===== src/rtl/grid_pkg.sv =====
// Shared definitions for the grid-matrix interface: ASCII codes, loader states, bit indexing.
package grid_pkg;

    localparam logic [7:0] CH_PAPER = 8'h40;
    localparam logic [7:0] CH_EMPTY = 8'h2E;
    localparam logic [7:0] CH_NL    = 8'h0A;
    localparam logic [7:0] CH_CR    = 8'h0D;

    typedef enum logic [1:0] {
        LOAD = 2'd0,
        DONE = 2'd1,
        ERR  = 2'd2
    } state_t;

    // Row r, column c of a packed grid lives at bit r*width+c.
    function automatic int unsigned bit_index(input int unsigned r, input int unsigned c,
                                              input int unsigned width);
        return r * width + c;
    endfunction

endpackage


===== src/rtl/grid_char_decode.sv =====
// Classifies one input byte of the puzzle text into its grid meaning.
module grid_char_decode
    import grid_pkg::*;
(
    input  logic [7:0] data,
    output logic       is_paper,
    output logic       is_empty,
    output logic       is_nl,
    output logic       is_ignore,
    output logic       is_bad
);

    assign is_paper  = (data == CH_PAPER);
    assign is_empty  = (data == CH_EMPTY);
    assign is_nl     = (data == CH_NL);
    assign is_ignore = (data == CH_CR);
    assign is_bad    = !(is_paper || is_empty || is_nl || is_ignore);

endmodule


===== src/rtl/grid_stream_loader.sv =====
// Packs an ASCII '@'/'.' stream into a DEPTH x WIDTH bit grid with valid/ack hand-off.
// Optional GRID_LOADER_POPCOUNT_EN adds a roll_count output counting loaded '@' cells.
module grid_stream_loader
    import grid_pkg::*;
#(
    parameter int WIDTH = 16,
    parameter int DEPTH = 16
) (
    input  logic                         clk,
    input  logic                         rst_n,
    input  logic                         in_valid,
    output logic                         in_ready,
    input  logic [7:0]                   in_data,
    input  logic                         in_last,
    output logic [WIDTH*DEPTH-1:0]       grid,
    output logic                         grid_valid,
    input  logic                         grid_ack,
    output logic [$clog2(DEPTH+1)-1:0]   rows_loaded,
`ifdef GRID_LOADER_POPCOUNT_EN
    output logic [$clog2(WIDTH*DEPTH+1)-1:0] roll_count,
`endif
    output logic                         err
);

    localparam int N     = WIDTH * DEPTH;
    localparam int COL_W = $clog2(WIDTH + 1);
    localparam int ROW_W = $clog2(DEPTH + 1);
`ifdef GRID_LOADER_POPCOUNT_EN
    localparam int RC_W  = $clog2(N + 1);
`endif

    state_t             state_q, state_d;
    logic [N-1:0]       grid_q, grid_d;
    logic [COL_W-1:0]   col_q, col_d;
    logic [ROW_W-1:0]   row_q, row_d;
    logic               err_q, err_d;
    logic               in_ready_q, in_ready_d;
    logic               grid_valid_q, grid_valid_d;
`ifdef GRID_LOADER_POPCOUNT_EN
    logic [RC_W-1:0]    roll_q, roll_d;
`endif

    logic is_paper, is_empty, is_nl, is_ignore, is_bad;
    logic accept, col_full, bad, clear;
    logic [N-1:0] hit;

    grid_char_decode u_decode (
        .data      (in_data),
        .is_paper  (is_paper),
        .is_empty  (is_empty),
        .is_nl     (is_nl),
        .is_ignore (is_ignore),
        .is_bad    (is_bad)
    );

    assign accept   = in_valid && in_ready_q;
    assign col_full = (col_q == COL_W'(WIDTH));

    // One-hot mask of the cell the current (row, col) cursor points at.
    for (genvar gi = 0; gi < DEPTH; gi++) begin : g_row
        for (genvar gj = 0; gj < WIDTH; gj++) begin : g_col
            localparam int unsigned IDX = bit_index(gi, gj, WIDTH);
            assign hit[IDX] = (row_q == ROW_W'(gi)) && (col_q == COL_W'(gj));
        end
    end

    always_comb begin
        state_d = state_q;
        grid_d  = grid_q;
        col_d   = col_q;
        row_d   = row_q;
        err_d   = err_q;
`ifdef GRID_LOADER_POPCOUNT_EN
        roll_d  = roll_q;
`endif
        bad     = 1'b0;
        clear   = 1'b0;

        unique case (state_q)
            LOAD: begin
                if (accept) begin
                    err_d = 1'b0;
                    if (is_paper || is_empty) begin
                        if (col_full) begin
                            bad = 1'b1;
                        end else begin
                            col_d = col_q + COL_W'(1);
                            if (is_paper) begin
                                grid_d = grid_q | hit;
`ifdef GRID_LOADER_POPCOUNT_EN
                                roll_d = roll_q + RC_W'(1);
`endif
                            end
                        end
                    end else if (is_nl) begin
                        if (col_full) begin
                            row_d = row_q + ROW_W'(1);
                            col_d = '0;
                        end else if (col_q != '0 || row_q == '0) begin
                            bad = 1'b1;
                        end
                    end else if (is_bad) begin
                        bad = 1'b1;
                    end

                    // An erroring final byte skips ERR: nothing is left to drain.
                    if (bad) begin
                        err_d = 1'b1;
                        if (in_last) begin
                            clear = 1'b1;
                        end else begin
                            state_d = ERR;
                        end
                    end else if (in_last) begin
                        if (col_d == COL_W'(WIDTH)) begin
                            row_d   = row_d + ROW_W'(1);
                            col_d   = '0;
                            state_d = DONE;
                        end else if (col_d == '0) begin
                            state_d = DONE;
                        end else begin
                            err_d = 1'b1;
                            clear = 1'b1;
                        end
                    end else if (row_d == ROW_W'(DEPTH)) begin
                        state_d = DONE;
                    end
                end
            end
            DONE: begin
                if (grid_ack) begin
                    clear   = 1'b1;
                    state_d = LOAD;
                end
            end
            ERR: begin
                if (accept && in_last) begin
                    clear   = 1'b1;
                    state_d = LOAD;
                end
            end
            default: begin
                clear   = 1'b1;
                state_d = LOAD;
            end
        endcase

        if (clear) begin
            grid_d = '0;
            col_d  = '0;
            row_d  = '0;
`ifdef GRID_LOADER_POPCOUNT_EN
            roll_d = '0;
`endif
        end

        in_ready_d   = (state_d != DONE);
        grid_valid_d = (state_d == DONE);
    end

    always_ff @(posedge clk or negedge rst_n) begin
        if (!rst_n) begin
            state_q      <= LOAD;
            grid_q       <= '0;
            col_q        <= '0;
            row_q        <= '0;
            err_q        <= 1'b0;
            in_ready_q   <= 1'b1;
            grid_valid_q <= 1'b0;
`ifdef GRID_LOADER_POPCOUNT_EN
            roll_q       <= '0;
`endif
        end else begin
            state_q      <= state_d;
            grid_q       <= grid_d;
            col_q        <= col_d;
            row_q        <= row_d;
            err_q        <= err_d;
            in_ready_q   <= in_ready_d;
            grid_valid_q <= grid_valid_d;
`ifdef GRID_LOADER_POPCOUNT_EN
            roll_q       <= roll_d;
`endif
        end
    end

    assign in_ready    = in_ready_q;
    assign grid        = grid_q;
    assign grid_valid  = grid_valid_q;
    assign rows_loaded = row_q;
    assign err         = err_q;
`ifdef GRID_LOADER_POPCOUNT_EN
    assign roll_count  = roll_q;
`endif

endmodule


===== config.mk =====
export PLATFORM = sky130hd
export DESIGN_NAME = grid_stream_loader
export DESIGN_NICKNAME = d
export VERILOG_FILES = /design/src/rtl/grid_pkg.sv /design/src/rtl/grid_char_decode.sv /design/src/rtl/grid_stream_loader.sv
export SDC_FILE = /design/constraint.sdc
export NUM_CORES = 1
export LEC_CHECK = 0
export ABC_CLOCK_PERIOD_IN_PS = 3800
export BUFFER_PORTS_ARGS = -buffer_cell sky130_fd_sc_hd__buf_2
export CORE_ASPECT_RATIO = 1.5
export CORE_MARGIN = 2
export CORE_UTILIZATION = 50
export DETAILED_ROUTE_END_ITERATION = 8
export GPL_TIMING_DRIVEN = 0
export PLACE_DENSITY = 0.76
export SLEW_MARGIN = 20
export SYNTH_ARGS = -nofsm -noshare
export SYNTH_HDL_FRONTEND = slang
export SYNTH_SLANG_ARGS = --single-unit

===== constraint.sdc =====
create_clock -name clk -period 3.8 [get_ports clk]
set_input_delay 0.38 -clock clk [delete_from_list [all_inputs] [get_ports clk]]
set_output_delay 0.38 -clock clk [all_outputs]
set_load 0.005 [all_outputs]

==> results of run 1 <==
[logic make-up after synthesis]
kind of cell | after synthesis | share of synthesized area (%)
and+or+nand+nor | 372 | 14.7
AOI/OAI and AO/OA | 302 | 15.2
DFF | 271 | 62.3
buffers and inverters | 102 | 5.51
adders and majority gates | 13 | 1.49
xor gates and xnor gates | 7 | 0.563
muxes | 2 | 0.195
[through the flow]
step	power (mW)	hold slack (ns)	worst slack [ns]	area, sq um	instances
finish	5.81	0.197	0.256	13500	1667
global route	6.00	0.197	0.0516	13500	1667
CTS	5.84	0.191	0.308	13500	1667
detailed placement	3.29	0.411	0.332	12700	1619
global placement	3.27	0.470	-2.47	12600	1616
floorplan	3.14	0.0844	0.943	10900	1069
[cell type report]
class | instances | area [sq um]
Clock inverter | 11 | 113
Buffer | 91 | 558
Timing Repair Buffer | 279 | 1460
Clock buffer | 36 | 729
Tap cell | 272 | 340
Multi-Input combinational cell | 696 | 3510
Inverter | 11 | 41.3
Sequential cell | 271 | 6780
Fill cell | 1830 | 8020
[sequential cells by signal, summed over array words and instances, names as in the netlist]
register and flops:
state_q 2, err 1, in_ready 1, col_q 5, grid 256, rows_loaded 5
grid_valid 1
[worst max path at each step]
| stage | start | end | slack [ns] | depth (start not counted) |
|---|---|---|---|---|
| after detailed placement | in_ready$_DFF_PN1_ | grid[81]$_DFFE_PN0P_ | 0.33 | 9 |
| after floorplan | col_q[0]$_DFFE_PN0P_ | rows_loaded[0]$_DFFE_PN0P_ | 0.94 | 11 |
| after global placement | rst_n | grid[154]$_DFFE_PN0P_ | -2.47 | 1 |
| final | in_ready$_DFF_PN1_ | grid[39]$_DFFE_PN0P_ | 0.26 | 9 |
| after CTS | in_ready$_DFF_PN1_ | grid[49]$_DFFE_PN0P_ | 0.31 | 9 |
| after global routing | in_ready$_DFF_PN1_ | grid[91]$_DFFE_PN0P_ | 0.05 | 9 |
[cells in the mapped netlist, types with 3 or more instances]
cell type	n
clkbuf_1	48
o21ai_0	5
nand2_1	20
xor2_1	4
and3_1	19
a31oi_1	4
inv_1	11
buf_6	28
nor3_1	10
xnor2_1	3
a21oi_1	265
buf_1	12
nand4_1	3
dfrtp_1	270
nor2_1	280
ha_1	13
a22oi_1	3
a211oi_1	3
and2_1	9
nand3_1	10
[where the power goes]
part / internal (mW) / switching [mW]
Sequential: 2.89 / 0.0104
Combinational: 0.103 / 0.230
Clock: 1.48 / 1.10
Total: 4.47 / 1.34
[worst register-to-register path: stages, from the launching register on]
cell	delay (ns)
dfstp_2	0.54
nand2_1	0.10
nor3_1	0.39
nand2_1	0.26
nor4_4	0.33
nand2_1	0.17
nor2_1	0.66
clkbuf_1	0.75
a21oi_1	0.16
nor2_1	0.12
[what timing repair did]
item	in CTS	in global routing
hold endpoints to repair	75	0
resized for setup	0	1
hold buffers	1	0
endpoints found under the setup margin	0	3
[per-layer routing]
layer | track usage [%] | vias to the layer above
met5 | 0 | -
met4 | 10.6 | 0
met3 | 6.53 | 94
met2 | 50.0 | 387
met1 | 35.1 | 4641
li1 | - | 4193
==> flow_summary.json, run 1 <==
{
  "n_antenna_cell": 0,
  "wl_met2_um": 17200,
  "clk_pin_slew_ns": 0.06,
  "yosysSeqAreaShare_pct": 62.3,
  "port_buffers": 275,
  "clk_latency_ns": 0.53,
  "rows": 66,
  "critPathTopFamily": "simple AND/OR/NAND/NOR gates",
  "power_density_nw_per_um2": 429,
  "worstRegToRegCells": 9,
  "drive_gt1_share_pct": 26.1,
  "grt_usage_pct": 28.7,
  "drt_iter0_markers": 848,
  "clock.fmax_ghz": 0.282,
  "clk_path_buf_depth": 3,
  "syn_inst": 1069,
  "vias": 9315,
  "dr_wl_met3_um": 2560,
  "critPathMaxFanout": 10,
  "ant_nets": 0,
  "floorplan.initialDensity_pct": 50.5,
  "synth.distinct_cells": 55,
  "slew_viol_final": 0,
  "critPathSlowestCell": "clkbuf_1",
  "post_cts.repair.setup_buffers": 0,
  "area_growth_pct": 24.4,
  "worstMarginPinSlew_ns": 0.904,
  "path_common_cell": "nand2_1",
  "grt_pass1_vias": 9063,
  "max_cap_viol_count": 0,
  "reg2reg_slack_ns": 0.26,
  "route.detailed.drc": 0,
  "min_to": "in_ready$_DFF_PN1_",
  "period_needed_ns": 3.54,
  "ys_seq_elements": 271,
  "regToRegEndpoint": "grid[39]$_DFFE_PN0P_",
  "path_cells": "nand2_1 > nor3_1 > nand2_1 > nor4_4 > nand2_1 > nor2_1 > clkbuf_1 > a21oi_1 > nor2_1",
  "critPathCaptureType": "register",
  "layout.nets": 1402,
  "die-area_sq_um": 23000,
  "p_leak_nw": 7.43,
  "synth_top_area_share_pct": 62.1,
  "hold_depth": 3,
  "hold_viol": 0,
  "grt-ovfl-total": 0,
  "clock-root-buffer": "clkbuf_16",
  "synth_area_leaders": "dfrtp_1, a21oi_1, nor2_1, buf_6, clkbuf_1",
  "place_congestion": 0.882,
  "hold_path.class": "in -> reg",
  "crit_type": "reg -> reg",
  "antenna_found_initial": 0,
  "max-slew-margin-rel_pct": 39.3,
  "status": "finished, final reports clean",
  "die_h_um": 185,
  "cts.sinks": 271,
  "grt_setup_unrepaired": "false",
  "synth.avg_cell_area_sq_um": 10.2,
  "grt_max_degree": 102,
  "cp_slowest_stage_delay_ns": 0.75,
  "fin_skew_ns": 0.0121,
  "wl_per_cell_um": 20.4,
  "mappedNetlistArea_sq_um": 10900,
  "top_layer_used": "met4",
  "htreeDepth": 1,
  "wl_um": 34000,
  "synth-main-ff-cell": "dfrtp_1",
  "postSynth.asyncResetShare_pct": 100,
  "grt_pass1_wl_um": 51600,
  "final_common_cell": "nor2_1",
  "path_buf_inv": 1,
  "cp.arrival_ns": 3.99,
  "final_core_util_pct": 62.8,
  "met1Wirelength_um": 12900,
  "syn_nets": 1095,
  "die_w_um": 124,
  "timing.final.crit_share_pct": 93.3,
  "setup-violations-final": 0,
  "cp.required_ns": 4.25,
  "core_sq_um": 21600,
  "drt-pass1-iter-count": 5,
  "min_from": "grid_ack",
  "start_kind": "register",
  "synth-edff-count": 0,
  "fin_tns_setup_ns": 0,
  "viasPerCell": 5.59,
  "numCtsBuffers": 26,
  "peakVddDrop_uv": 497,
  "tritoncts": "built",
  "mostFrequentLayoutCells": "nor2_1, buf_2, dfrtp_1",
  "yosys_warnings": 0,
  "dp_hpwl_um": 23800,
  "yosys.area.top_type": "dfrtp_1",
  "num_io_pins": 277,
  "reg2reg_from": "in_ready$_DFF_PN1_"
}
(Power assumes the default switching activity.)
==> run 2, diff against run 1 <==
--- a/config.mk
+++ b/config.mk
@@ -13,6 +13,7 @@
 export DETAILED_ROUTE_END_ITERATION = 8
 export GPL_TIMING_DRIVEN = 0
 export PLACE_DENSITY = 0.76
+export REMOVE_ABC_BUFFERS = 1
 export SLEW_MARGIN = 20
 export SYNTH_ARGS = -nofsm -noshare
 export SYNTH_HDL_FRONTEND = slang
==> run 2 against run 1 <==
Compared with the run above: design area shrank 1.1%; total power is 0.20% lower; critical endpoint is now grid[107]$_DFFE_PN0P_; critical path type unchanged; clock-buffer cell count decreased by 2; die area stayed put; setup slack worse by 0.067 ns.
==> flow_summary.json, run 2 (synthesized netlist as in run 1, its figures left out) <==
{
  "status": "finished, final reports clean",
  "grt-ovfl-total": 0,
  "htreeDepth": 1,
  "max_cap_viol_count": 0,
  "clock-root-buffer": "clkbuf_16",
  "cellInternalPower_mw": 4.49,
  "reg2reg_from": "col_q[0]$_DFFE_PN0P_",
  "grt_setup_unrepaired": "false",
  "clk_path_buf_depth": 3,
  "p_switching_mw": 1.31,
  "combPwrFrac_pct": 5.6,
  "max-slew-margin-rel_pct": 24.9,
  "clock.fmax_ghz": 0.277,
  "regToRegEndpoint": "grid[107]$_DFFE_PN0P_",
  "setup-violations-final": 0,
  "clk_pin_slew_ns": 0.07,
  "cp-startpoint": "col_q[0]$_DFFE_PN0P_",
  "drt_iter0_markers": 777,
  "area_growth_pct": 23.0,
  "period_needed_ns": 3.61,
  "critPathMaxFanout": 28,
  "critPathSlowestCell": "dfrtp_1",
  "grt_max_degree": 102,
  "wl_per_cell_um": 19.9,
  "power.total_mw": 5.80,
  "core_sq_um": 21600,
  "path_common_cell": "buf_16",
  "grt_pass1_vias": 8696,
  "cp.arrival_ns": 4.05,
  "grt_usage_pct": 26.6,
  "fin_ws_ns": 0.188,
  "crit_path_end": "grid[107]$_DFFE_PN0P_",
  "die_h_um": 185,
  "p_sw_share_pct": 22.5,
  "tritoncts": "built",
  "crit_cells": 14,
  "cp.required_ns": 4.24,
  "wl_um": 31700,
  "p_clk_share_pct": 44.4,
  "critPathCaptureType": "register",
  "hold_depth": 3,
  "crit_type": "reg -> reg",
  "layout.nets": 1328,
  "drive_gt1_share_pct": 27.5,
  "hold_viol": 0,
  "slew_viol_final": 0,
  "floorplan.initialDensity_pct": 50.5,
  "seqPwrFrac_pct": 50.0,
  "antenna_found_initial": 0,
  "start_kind": "register",
  "path_buf_inv": 6,
  "fin_skew_ns": 0.0101,
  "timing.final.crit_share_pct": 95.0,
  "path_cells": "inv_1 > ha_1 > and4bb_2 > inv_1 > ha_1 > a32o_1 > a2111oi_2 > and4_2 > o22ai_4 > buf_16 > buf_16 > buf_8 > buf_16 > nor2_1",
  "rows": 66,
  "cp_slowest_stage_delay_ns": 0.44,
  "clk_latency_ns": 0.52,
  "vias": 8947,
  "largest_reg_flops": 256,
  "place_congestion": 0.888,
  "port_buffers": 276,
  "peakVddDrop_uv": 378,
  "mostFrequentLayoutCells": "buf_2, nor2_1, dfrtp_1",
  "post_cts.repair.setup_buffers": 0,
  "grt_pass1_wl_um": 48500,
  "numCtsBuffers": 25,
  "p_leak_nw": 7.36,
  "power_density_nw_per_um2": 433,
  "worstRegToRegCells": 14,
  "reg2reg_slack_ns": 0.19,
  "n_antenna_cell": 0,
  "die_w_um": 124,
  "dp_hpwl_um": 21400,
  "hold_path.class": "in -> reg",
  "cts.sinks": 271,
  "num_io_pins": 277,
  "die-area_sq_um": 23000,
  "place_worst_setup_slack_ns": -0.0815,
  "final_common_cell": "buf_2",
  "route.detailed.drc": 0,
  "ant_nets": 0,
  "viasPerCell": 5.62,
  "critPathTopFamily": "buffers and inverters",
  "drt-pass1-iter-count": 5,
  "worstMarginPinSlew_ns": 1.13
}
## run 2: changes by cell type in the layout (fill, tap and decap cells not counted), sizes merged
cell      before  now
clkbuf        84   34
buf          321  296
bufinv         2    3
clkinvlp       3    2
## run 2: worst min path at each step
| stage | start | to | slack [ns] |
|---|---|---|---|
| floorplan | rst_n | col_q[0]$_DFFE_PN0P_ | 0.08 |
| global placement | grid[158]$_DFFE_PN0P_ | grid[158]$_DFFE_PN0P_ | 0.47 |
| detailed placement | rst_n | grid[196]$_DFFE_PN0P_ | 0.40 |
| CTS | grid_ack | in_ready$_DFF_PN1_ | 0.19 |
| global route | grid_ack | in_ready$_DFF_PN1_ | 0.19 |
| finish | grid_ack | in_ready$_DFF_PN1_ | 0.21 |
## run 2: layout make-up
cell class,count,area (sq um)
clock buffers,34,699
clock inverters,11,143
flip-flops and latches,271,6780
repair buffers,297,1820
inverters,11,41.3
well taps,272,340
multi-input cells,696,3550
fillers,1809,8170
## run 2: timing repair
item,CTS,global route
resized for setup,0,0
hold buffers,1,0
hold endpoints to repair,71,0
## run 2: metrics by stage
| stage | utilization, % | instances | cell area (sq um) | setup TNS, ns | hold WS (ns) |
|---|---|---|---|---|---|
| global route | 62.1 | 1592 | 13400 | 0 | 0.194 |
| CTS | 62.1 | 1592 | 13400 | 0 | 0.186 |
| global placement | 55.9 | 1526 | 12000 | -1651.72 | 0.471 |
| finish | 62.1 | 1592 | 13400 | 0 | 0.205 |
| detailed placement | 58.1 | 1546 | 12500 | -2.02 | 0.398 |
| floorplan | - | 978 | 10300 | -463.93 | 0.0844 |
## run 2: layer usage
metal / GRT usage [%] / wire, um / vias to the layer above
met2: 44.5 / 15800 / 380
met3: 4.76 / 2110 / 104
met4: 14.8 / 1820 / 0
met1: 32.8 / 12000 / 4422
li1: - / - / 4041
met5: 0 / 0 / -
## run 2: power groups by stage
stage	Sequential, mW	Combinational (mW)	Clock [mW]
2_1_floorplan	2.95	0.124	0
3_3_place_gp	2.95	0.243	0
3_5_place_dp	2.95	0.325	0
4_1_cts	2.90	0.327	2.62
5_1_grt	2.90	0.358	2.76
6_report	2.90	0.326	2.57
## run 2: worst reg2reg max path: cells and delay by family (launching register included)
| kind | cells | cell delay, ns |
|---|---|---|
| adders and majority gates | 2 | 0.51 |
| DFF | 1 | 0.44 |
| buffers and inverters | 6 | 0.97 |
| and+or+nand+nor | 3 | 0.79 |
| AOI/OAI and AO/OA | 3 | 0.83 |
==> run 3, diff against run 2 <==
--- a/config.mk
+++ b/config.mk
@@ -5,6 +5,7 @@
 export SDC_FILE = /design/constraint.sdc
 export NUM_CORES = 1
 export LEC_CHECK = 0
+export ABC_AREA = 1
 export ABC_CLOCK_PERIOD_IN_PS = 3800
 export BUFFER_PORTS_ARGS = -buffer_cell sky130_fd_sc_hd__buf_2
 export CORE_ASPECT_RATIO = 1.5
@@ -12,7 +13,7 @@
 export CORE_UTILIZATION = 50
 export DETAILED_ROUTE_END_ITERATION = 8
 export GPL_TIMING_DRIVEN = 0
-export PLACE_DENSITY = 0.76
+export PLACE_DENSITY = 0.75
 export REMOVE_ABC_BUFFERS = 1
 export SLEW_MARGIN = 20
 export SYNTH_ARGS = -nofsm -noshare
==> run 3 against run 2 <==
Compared with the run above: synthesized cell count grew 8.1%; sequential power grew 3%; utilization shrank 0.59 points; non-clock buffer count shrank 2; setup slack gained 0.11 ns; largest cell class unchanged.
==> flow_summary.json, run 3 <==
{
  "status": "finished, final reports clean",
  "mappedNetlistArea_sq_um": 11500,
  "grt_usage_pct": 27.0,
  "drt-pass1-iter-count": 5,
  "place_worst_setup_slack_ns": 0.344,
  "combPwrFrac_pct": 12.7,
  "timing.final.crit_share_pct": 92.2,
  "cp-startpoint": "rows_loaded[1]$_DFFE_PN0P_",
  "crit_type": "reg -> reg",
  "dp_hpwl_um": 22600,
  "drive_gt1_share_pct": 33.2,
  "rows": 68,
  "viasPerCell": 5.35,
  "die_w_um": 128,
  "top_layer_used": "met4",
  "ant_nets": 0,
  "min_from": "grid_ack",
  "synth_area_leaders": "dfrtp_1, a21oi_1, nor2_1, nor2_2, buf_6",
  "p_leak_nw": 7.62,
  "hold_viol": 0,
  "setup-violations-final": 0,
  "wl_per_cell_um": 19.3,
  "power.total_mw": 6.79,
  "vias": 9145,
  "numCtsBuffers": 26,
  "cts.sinks": 271,
  "hold_buffers": 1,
  "route.detailed.drc": 0,
  "p_clk_share_pct": 43.1,
  "grt_setup_unrepaired": "false",
  "n_antenna_cell": 0,
  "num_io_pins": 277,
  "place_congestion": 0.837,
  "critPathMaxFanout": 102,
  "die_h_um": 190,
  "htreeDepth": 1,
  "ys_seq_elements": 271,
  "reg2reg_from": "rows_loaded[1]$_DFFE_PN0P_",
  "yosysSeqAreaShare_pct": 58.9,
  "period_needed_ns": 3.50,
  "cts.repair.resized": 0,
  "syn_inst": 1156,
  "fillers": 1951,
  "mostFrequentLayoutCells": "buf_2, dfrtp_1, a21oi_1",
  "layout.nets": 1435,
  "cp.required_ns": 4.19,
  "wl_met2_um": 16700,
  "cp.arrival_ns": 3.90,
  "clock-root-buffer": "clkbuf_16",
  "clock.fmax_ghz": 0.285,
  "hold_path.class": "in -> reg",
  "area_growth_pct": 21.8,
  "grt_max_degree": 103,
  "power_density_nw_per_um2": 484,
  "yosysMostFrequentCell": "dfrtp_1",
  "yosys_warnings": 0,
  "antenna_found_initial": 0,
  "p_switching_mw": 1.88,
  "slew_viol_final": 0,
  "seqPwrFrac_pct": 44.2,
  "met1Wirelength_um": 13000,
  "yosys.area.top_type": "dfrtp_1",
  "final_common_cell": "buf_2",
  "synth.avg_cell_area_sq_um": 9.96,
  "cellInternalPower_mw": 4.91,
  "post_cts.repair.setup_buffers": 0,
  "clk_pin_slew_ns": 0.06,
  "port_buffers": 276,
  "reg2reg_slack_ns": 0.30,
  "dr_wl_met3_um": 1530,
  "synth-edff-count": 0,
  "critPathCaptureType": "register",
  "grt_pass1_wl_um": 50700,
  "start_kind": "register",
  "peakVddDrop_uv": 339,
  "floorplan.initialDensity_pct": 50.5,
  "wl_um": 33000,
  "fin_skew_ns": 0.0145,
  "tritoncts": "built",
  "worstMarginPinSlew_ns": 1.12,
  "core_sq_um": 22800,
  "max-slew-margin-rel_pct": 25.0,
  "p_sw_share_pct": 27.7,
  "worstRegToRegCells": 14,
  "grt-ovfl-total": 0,
  "fin_ws_ns": 0.296,
  "synth.distinct_cells": 33,
  "synth_top_cells_by_count": "dfrtp_1, a21oi_1, nor2_1, nand2_1, nor2_2",
  "largest_reg_flops": 256,
  "hold_depth": 4,
  "grt_pass1_vias": 8666,
  "drt_iter0_markers": 693,
  "max_cap_viol_count": 0,
  "clk_latency_ns": 0.53,
  "synth-main-ff-cell": "dfrtp_1",
  "synth_top_area_share_pct": 58.7,
  "postSynth.asyncResetShare_pct": 100,
  "die-area_sq_um": 24300,
  "clk_path_buf_depth": 3
}
==> run 3: cell type report <==
| cell class | count | area, sq um | area share [%] |
|---|---|---|---|
| clock inverter | 13 | 208 | 1.48 |
| multi-input combinational | 742 | 3930 | 28.1 |
| sequential | 271 | 6780 | 48.4 |
| inverter | 73 | 279 | 1.99 |
| clock buffer | 35 | 786 | 5.60 |
| tap | 280 | 350 | 2.50 |
| timing repair buffer | 295 | 1680 | 12.0 |
==> run 3: cells by family after synthesis <==
group | Yosys count | synth area share (%)
buffers and inverters | 143 | 7.32
AOI/OAI and AO/OA | 278 | 12.6
adders and majority gates | 13 | 1.41
xor gates and xnor gates | 3 | 0.228
and+or+nand+nor | 448 | 19.5
DFF | 271 | 58.9
==> run 3: through the flow <==
stage / util, % / cell area (sq um) / hold slack (ns) / TNS, ns / cells
4_1_cts: 61.5 / 14000 / 0.141 / 0 / 1709
5_1_grt: 61.5 / 14000 / 0.178 / 0 / 1709
6_report: 61.5 / 14000 / 0.161 / 0 / 1709
3_3_place_gp: 55.6 / 12700 / 0.471 / -1371.26 / 1642
2_1_floorplan: - / 10900 / 0.0844 / -274.49 / 1086
3_5_place_dp: 57.1 / 13000 / 0.409 / 0 / 1660
==> run 3: final timing paths <==
path                                              end
worst min-delay path             grid_valid$_DFF_PN0_
worst min register to register        err$_DFFE_PN0P_
worst max register to register  grid[134]$_DFFE_PN0P_
worst max-delay path            grid[134]$_DFFE_PN0P_
min in group asynchronous       grid[255]$_DFFE_PN0P_
max in group asynchronous       grid[150]$_DFFE_PN0P_
==> run 3: worst max-delay path: stages, from the launching register on <==
cell	delay, ns
dfrtp_1	0.46
inv_1	0.14
ha_1	0.16
nand2_1	0.17
nor2_4	0.59
nand2_1	0.10
nand3_1	0.11
nand3_1	0.10
nand2_1	0.12
inv_1	0.05
nand2_1	0.09
nand3_2	0.14
nand2_8	0.47
buf_16	0.42
nor2_1	0.13
==> run 3: metal layers <==
layer	GRT usage (%)	up-vias
met5	0	-
met4	14.0	0
met3	3.23	91
met2	45.2	307
met1	34.5	4474
li1	-	4273
==> run 3: power by group through the flow <==
stage / Clock (mW) / Combinational [mW] / Sequential [mW]
2_1_floorplan: 0 / 0.518 / 3.03
3_3_place_gp: 0 / 0.787 / 3.05
3_5_place_dp: 0 / 0.859 / 3.05
4_1_cts: 2.97 / 0.863 / 2.99
5_1_grt: 3.08 / 0.950 / 3.00
6_report: 2.93 / 0.864 / 3.00
